$ cat src/rtl/if_id_decode_stage.sv
// if_id_decode_stage
//   Second stage of the RV32I pipeline: IF/ID register, 32x32 register file
//   with write-first bypass, instruction decoder, immediate generator and
//   load-use hazard detection.
//
// Ports
//   clk, rst            clock (rising edge), async active-low reset
//   instr_in, pc_in     fetched instruction and its address
//   flush               taken branch/jump: discard the IF/ID contents
//   ex_mem_read, ex_rd  load currently in EX and its destination
//   wb_we, wb_rd,       register file write port
//   wb_data
//   pc_write            0 freezes the fetch PC
//   valid_out           decoded instruction is live (not a bubble)
//   pc_out              PC of the decoded instruction
//   rs1_data, rs2_data  register operands
//   imm                 sign-extended immediate
//   rs1, rs2, rd        register fields
//   funct3, funct7b5    instr[14:12], instr[30]
//   reg_write .. jalr   control signals, alu_op (00 add, 01 br, 10 R, 11 I)
//   illegal             unknown opcode in a live slot
module if_id_decode_stage #(
  parameter int          word_size = 32,
  parameter int          reg_count = 32,
  parameter logic [31:0] nop_instr = 32'h0000_0013
) (
  input  logic                          clk,
  input  logic                          rst,
  input  logic [31:0]                   instr_in,
  input  logic [word_size-1:0]          pc_in,
  input  logic                          flush,
  input  logic                          ex_mem_read,
  input  logic [$clog2(reg_count)-1:0]  ex_rd,
  input  logic                          wb_we,
  input  logic [$clog2(reg_count)-1:0]  wb_rd,
  input  logic [word_size-1:0]          wb_data,
  output logic                          pc_write,
  output logic                          valid_out,
  output logic [word_size-1:0]          pc_out,
  output logic [word_size-1:0]          rs1_data,
  output logic [word_size-1:0]          rs2_data,
  output logic [word_size-1:0]          imm,
  output logic [$clog2(reg_count)-1:0]  rs1,
  output logic [$clog2(reg_count)-1:0]  rs2,
  output logic [$clog2(reg_count)-1:0]  rd,
  output logic [2:0]                    funct3,
  output logic                          funct7b5,
  output logic                          reg_write,
  output logic                          mem_read,
  output logic                          mem_write,
  output logic                          mem_to_reg,
  output logic                          alu_src,
  output logic                          branch,
  output logic                          jump,
  output logic                          jalr,
  output logic [1:0]                    alu_op,
  output logic                          illegal
);

  localparam int idx_w = $clog2(reg_count);

  localparam logic [6:0] op_r      = 7'b0110011;
  localparam logic [6:0] op_i_alu  = 7'b0010011;
  localparam logic [6:0] op_load   = 7'b0000011;
  localparam logic [6:0] op_store  = 7'b0100011;
  localparam logic [6:0] op_branch = 7'b1100011;
  localparam logic [6:0] op_jal    = 7'b1101111;
  localparam logic [6:0] op_jalr   = 7'b1100111;
  localparam logic [6:0] op_lui    = 7'b0110111;
  localparam logic [6:0] op_auipc  = 7'b0010111;

  logic [31:0]          instr;
  logic [word_size-1:0] pc;
  logic                 valid;
  logic                 stall;
  logic [6:0]           opcode;
  logic                 rs1_used;
  logic                 rs2_used;
  logic                 live;

  logic [word_size-1:0] regs [reg_count];

  // IF/ID register: flush beats stall beats load.
  always_ff @(posedge clk or negedge rst) begin
    if (!rst) begin
      instr <= nop_instr;
      pc    <= '0;
      valid <= 1'b0;
    end else if (flush) begin
      instr <= nop_instr;
      valid <= 1'b0;
    end else if (!stall) begin
      instr <= instr_in;
      pc    <= pc_in;
      valid <= 1'b1;
    end
  end

  always_ff @(posedge clk or negedge rst) begin
    if (!rst) begin
      for (int i = 0; i < reg_count; i++) regs[i] <= '0;
    end else if (wb_we && (wb_rd != '0)) begin
      regs[wb_rd] <= wb_data;
    end
  end

  assign opcode   = instr[6:0];
  assign rs1      = instr[19:15];
  assign rs2      = instr[24:20];
  assign rd       = instr[11:7];
  assign funct3   = instr[14:12];
  assign funct7b5 = instr[30];
  assign pc_out   = pc;

  // Write-first read: a same-cycle write-back to the source wins over the array.
  always_comb begin
    if (rs1 == '0)
      rs1_data = '0;
    else if (wb_we && (wb_rd == rs1))
      rs1_data = wb_data;
    else
      rs1_data = regs[rs1];

    if (rs2 == '0)
      rs2_data = '0;
    else if (wb_we && (wb_rd == rs2))
      rs2_data = wb_data;
    else
      rs2_data = regs[rs2];
  end

  always_comb begin
    rs1_used = 1'b0;
    rs2_used = 1'b0;
    case (opcode)
      op_r, op_store, op_branch: begin
        rs1_used = 1'b1;
        rs2_used = 1'b1;
      end
      op_i_alu, op_load, op_jalr: rs1_used = 1'b1;
      default: ;
    endcase
  end

  assign stall = valid && ex_mem_read && (ex_rd != '0) &&
                 (((ex_rd == rs1) && rs1_used) || ((ex_rd == rs2) && rs2_used));

  // A flush reloads fetch from the branch target, so the PC must move even
  // if the discarded instruction would have stalled.
  assign pc_write = !stall || flush;

  assign live      = valid && !stall && !flush;
  assign valid_out = live;

  always_comb begin
    reg_write  = 1'b0;
    mem_read   = 1'b0;
    mem_write  = 1'b0;
    mem_to_reg = 1'b0;
    alu_src    = 1'b0;
    branch     = 1'b0;
    jump       = 1'b0;
    jalr       = 1'b0;
    alu_op     = 2'b00;
    illegal    = 1'b0;
    imm        = '0;
    case (opcode)
      op_r: begin
        reg_write = 1'b1;
        alu_op    = 2'b10;
      end
      op_i_alu: begin
        reg_write = 1'b1;
        alu_src   = 1'b1;
        alu_op    = 2'b11;
        imm       = {{20{instr[31]}}, instr[31:20]};
      end
      op_load: begin
        reg_write  = 1'b1;
        mem_read   = 1'b1;
        mem_to_reg = 1'b1;
        alu_src    = 1'b1;
        imm        = {{20{instr[31]}}, instr[31:20]};
      end
      op_store: begin
        mem_write = 1'b1;
        alu_src   = 1'b1;
        imm       = {{20{instr[31]}}, instr[31:25], instr[11:7]};
      end
      op_branch: begin
        branch = 1'b1;
        alu_op = 2'b01;
        imm    = {{19{instr[31]}}, instr[31], instr[7], instr[30:25], instr[11:8], 1'b0};
      end
      op_jal: begin
        reg_write = 1'b1;
        alu_src   = 1'b1;
        jump      = 1'b1;
        imm       = {{11{instr[31]}}, instr[31], instr[19:12], instr[20], instr[30:21], 1'b0};
      end
      op_jalr: begin
        reg_write = 1'b1;
        alu_src   = 1'b1;
        jump      = 1'b1;
        jalr      = 1'b1;
        imm       = {{20{instr[31]}}, instr[31:20]};
      end
      op_lui, op_auipc: begin
        reg_write = 1'b1;
        alu_src   = 1'b1;
        imm       = {instr[31:12], 12'b0};
      end
      default: illegal = 1'b1;
    endcase

    // Bubble: controls are suppressed, but fields and immediate stay decoded.
    if (!live) begin
      reg_write  = 1'b0;
      mem_read   = 1'b0;
      mem_write  = 1'b0;
      mem_to_reg = 1'b0;
      alu_src    = 1'b0;
      branch     = 1'b0;
      jump       = 1'b0;
      jalr       = 1'b0;
      alu_op     = 2'b00;
      illegal    = 1'b0;
    end
  end

endmodule
$ cat config.mk
export PLATFORM = sky130hd
export DESIGN_NAME = if_id_decode_stage
export DESIGN_NICKNAME = d
export VERILOG_FILES = /design/src/rtl/if_id_decode_stage.sv
export SDC_FILE = /design/constraint.sdc
export NUM_CORES = 2
export LEC_CHECK = 0
export CAP_MARGIN = 10
export CORE_MARGIN = 2
export CORE_UTILIZATION = 54
export CTS_CLUSTER_DIAMETER = 50
export DETAILED_ROUTE_END_ITERATION = 8
export PLACE_DENSITY = 0.71
export SLEW_MARGIN = 40
export SYNTH_ARGS = -nofsm -noshare
export SYNTH_HDL_FRONTEND = slang
export SYNTH_SLANG_ARGS = --single-unit
export TNS_END_PERCENT = 5
$ cat constraint.sdc
create_clock -name clk -period 4.1 [get_ports clk]
set_input_delay 1.025 -clock clk [delete_from_list [all_inputs] [get_ports clk]]
set_output_delay 1.025 -clock clk [all_outputs]
set_load 0.02 [all_outputs]
==> flow_summary.toml <==
[status]
status = "finished with violations"
violations = "setup timing"

[clocking]
cts_buffers = 133
cts_sinks = 1089
clock_latency_ps = 740
clk_path_buf_depth = 3
htreeDepth = 4
clockRootBuffer = "clkbuf_16"
cts.reportedPaths.clkPinSlew_ps = 60
hold_buffers = 0
cts_tree = "done"

[route]
ant_nets = 0
first_iter_violations = 4834
dr_total_vias = 41500
drt_wl_total_um = 202100
drc = 0
via_per_inst = 7.003
drt-wirelength-per-cell_um = 34.10
dr.pass1.iters = 7

[power]
power_density_mw_per_mm2 = 472.7
peakVddDrop_v = 0.0004751
power_mw = 33.69
p_leak_nw = 30.39

[synth]
ys_seq_area_share_pct = 47.01
ys_async_sr_fraction_pct = 100.0
ys_ff_latch = 1089
synth_edf_count = 0
syn-mean-instance-area_um2 = 14.55
ys_warn_count = 0
synthCells = 3984
syn_area_mm2 = 0.05797
synth.distinct_cells = 64
syn_nets = 4095
ys.flop_type = "dfrtp_1"

[global_route]
gr-total-overflow = 0
antenna_found_initial = 4
grt_max_degree = 99
grtUsageTotal_pct = 36.70
grt_pass1_vias = 41810
grt_pass1_wl_um = 294400

[die]
die_h_um = 331.7
core_mm2 = 0.1068
boundaryPins = 271
die-area_mm2 = 0.1100
rows = 120
die_w_um = 331.7
start_util_pct = 54.31

[sta]
fin_crit_sh_pct = 105.4
finClkSkew_ps = 14.22
post-route-min-period_ps = 4321
final_hold_viol_count = 0
fmax_ghz = 0.2314
rsz0062_at_grt = "true"
setup_violations = 54
worst_slack_ps = -221.0
worst_pin_slew_ps = 914.3
final_max_slew_viol_count = 0
slew-limit-headroom_pct = 39.05

[setup_path]
required_ps = 3070
crit_path_end_kind = "output port"
cp-start-kind = "register"
crit_path_start = "instr[17]"
reg2reg_from = "instr[17]"
worstPathMaxFanout = 12
worstSetupPathType = "register to output port"
crit_arrival_ps = 3300

[finish]
drive_gt1_share_pct = 54.77
syn2layout_area_growth_pct = 22.92
fillers = 7384
final_area_mm2 = 0.07126
final_nets = 4531
multi_input_area_mm2 = 0.02966
regArea_mm2 = 0.02728
utilization_pct = 66.76

[min_path]
hold_class = "input port to asynchronous set/reset pin"

[placed_design]
dpl_cell_area_mm2 = 0.06477
dp_hpwl_um = 129400
place.gp.congestion = 0.9020
io_buffers = 270

[run]
max_cap_viol_count = 0
## registers in the layout (all words and copies together), names as in the netlist
signal,count
valid,1
pc_out,32
regs,1024
instr,32
## synthesized netlist by cell type (all sizes together) (10+ instances only)
cell	n	area, um^2
nor3	20	105.1
nor2b	10	62.56
dfrtp	1086	27180
a221o	27	270.3
mux4	455	10250
a22oi	96	720.7
nor4	15	112.6
a21oi	42	221.5
clkbuf	234	878.3
nor2	100	377.9
and2	20	125.1
o22ai	51	319.1
a22o	27	236.5
a21o	20	150.1
and3	10	62.56
nand3	38	190.2
mux2i	163	1632
buf	224	1314
a221oi	39	341.6
o21ai	45	225.2
nand2	70	262.8
mux2	1038	11690
a211oi	31	232.7
xor2	16	140.1
## through the flow
step | setup TNS (ps) | hold WS (ps) | setup slack (ps) | instances
3_5_place_dp | -47460 | 383.3 | -1057 | 5618
5_1_grt | -9601 | 245.2 | -266.9 | 5925
6_report | -5205 | 216.5 | -221.0 | 5926
4_1_cts | -10740 | 213.4 | -229.3 | 5890
2_1_floorplan | -76.01 | 441.3 | -76.01 | 3984
3_3_place_gp | -49130 | 377.7 | -1068 | 5617
## cell usage in the layout, fill, tap and decap left out, drive strengths merged, types with 6 or more instances in the layout
master and count:
mux2 1038, o22ai 51, bufinv 13, and2 20
a221oi 39, a21oi 42, a31o 9, nor4 15
mux2i 163, or2 6, buf 552, o22a 7
a22oi 96, a21o 20, nor3 20, nand3 38
nor3b 7, clkbuf 196, nor2b 10, a2bb2oi 6
inv 18, dlygate4sd2 8, xor2 16, a211oi 31
dfrtp 1086, a22o 27, mux4 455, a221o 27
and3 10, clkinv 17, o221ai 9, clkdlybuf4s50 181
nor2 100, o21ai 45, nand2 70
## logic make-up after synthesis
logic type | count (synthesis) | synth area share, %
DFF | 1089 | 47.01
xor gates and xnor gates | 20 | 0.3021
buffers and inverters | 464 | 3.820
muxes | 1656 | 40.65
and+or+nand+nor | 318 | 2.672
AOI/OAI and AO/OA | 437 | 5.542
## worst paths after layout
check | depth (start not counted) | endpoint | slack (ps)
worst max register to register | 11 | pc_out[4] | 920
worst min-delay path | 1 | regs[13] | 220
worst min register to register | 0 | regs[1020] | 400
worst max-delay path | 10 | rs1_data[23] | -220
min in group clk | 0 | regs[1020] | 400
max in group asynchronous | 3 | regs[714] | 2830
## per-layer routing
metal,track usage [%],vias to the layer above,share of wire [%]
li1,-,16280,-
met4,18.43,4,5.8
met2,55.24,2633,45
met1,49.27,21950,38
met3,10.22,632,11
met5,0,-,0.015
## layout make-up
type                       count  area share (%)
antenna                        2        0.007023
multi-input combinational   2431           41.62
clock buffer                 190           5.413
timing repair buffer         759           11.28
clock inverter                46          0.9007
tap                         1403           2.463
sequential                  1089           38.29
inverter                       6         0.03160
## worst max-delay path, stage by stage (launching register included)
cell and delay, ps:
dfrtp_4 590, buf_12 190, nor2_4 330, buf_12 240, nand3b_1 120, buf_6 200, nand2_2 100, buf_6 150
nor3_2 60, a311o_1 400, buf_6 160
## power by group
group          leakage (nW)  switching (mW)  internal [mW]
Sequential             13.9            1.48           12.7
Combinational          14.3            3.13           4.18
Clock                  2.20            4.79           7.38
Total                  30.4            9.39           24.3
## repair_timing
action	in CTS	in global routing
pin swaps	31	42
endpoints found under the setup margin	104	89
gates resized for setup	415	180
setup buffers	34	32
gates cloned	4	2
Power figures use the tool's default switching activity.
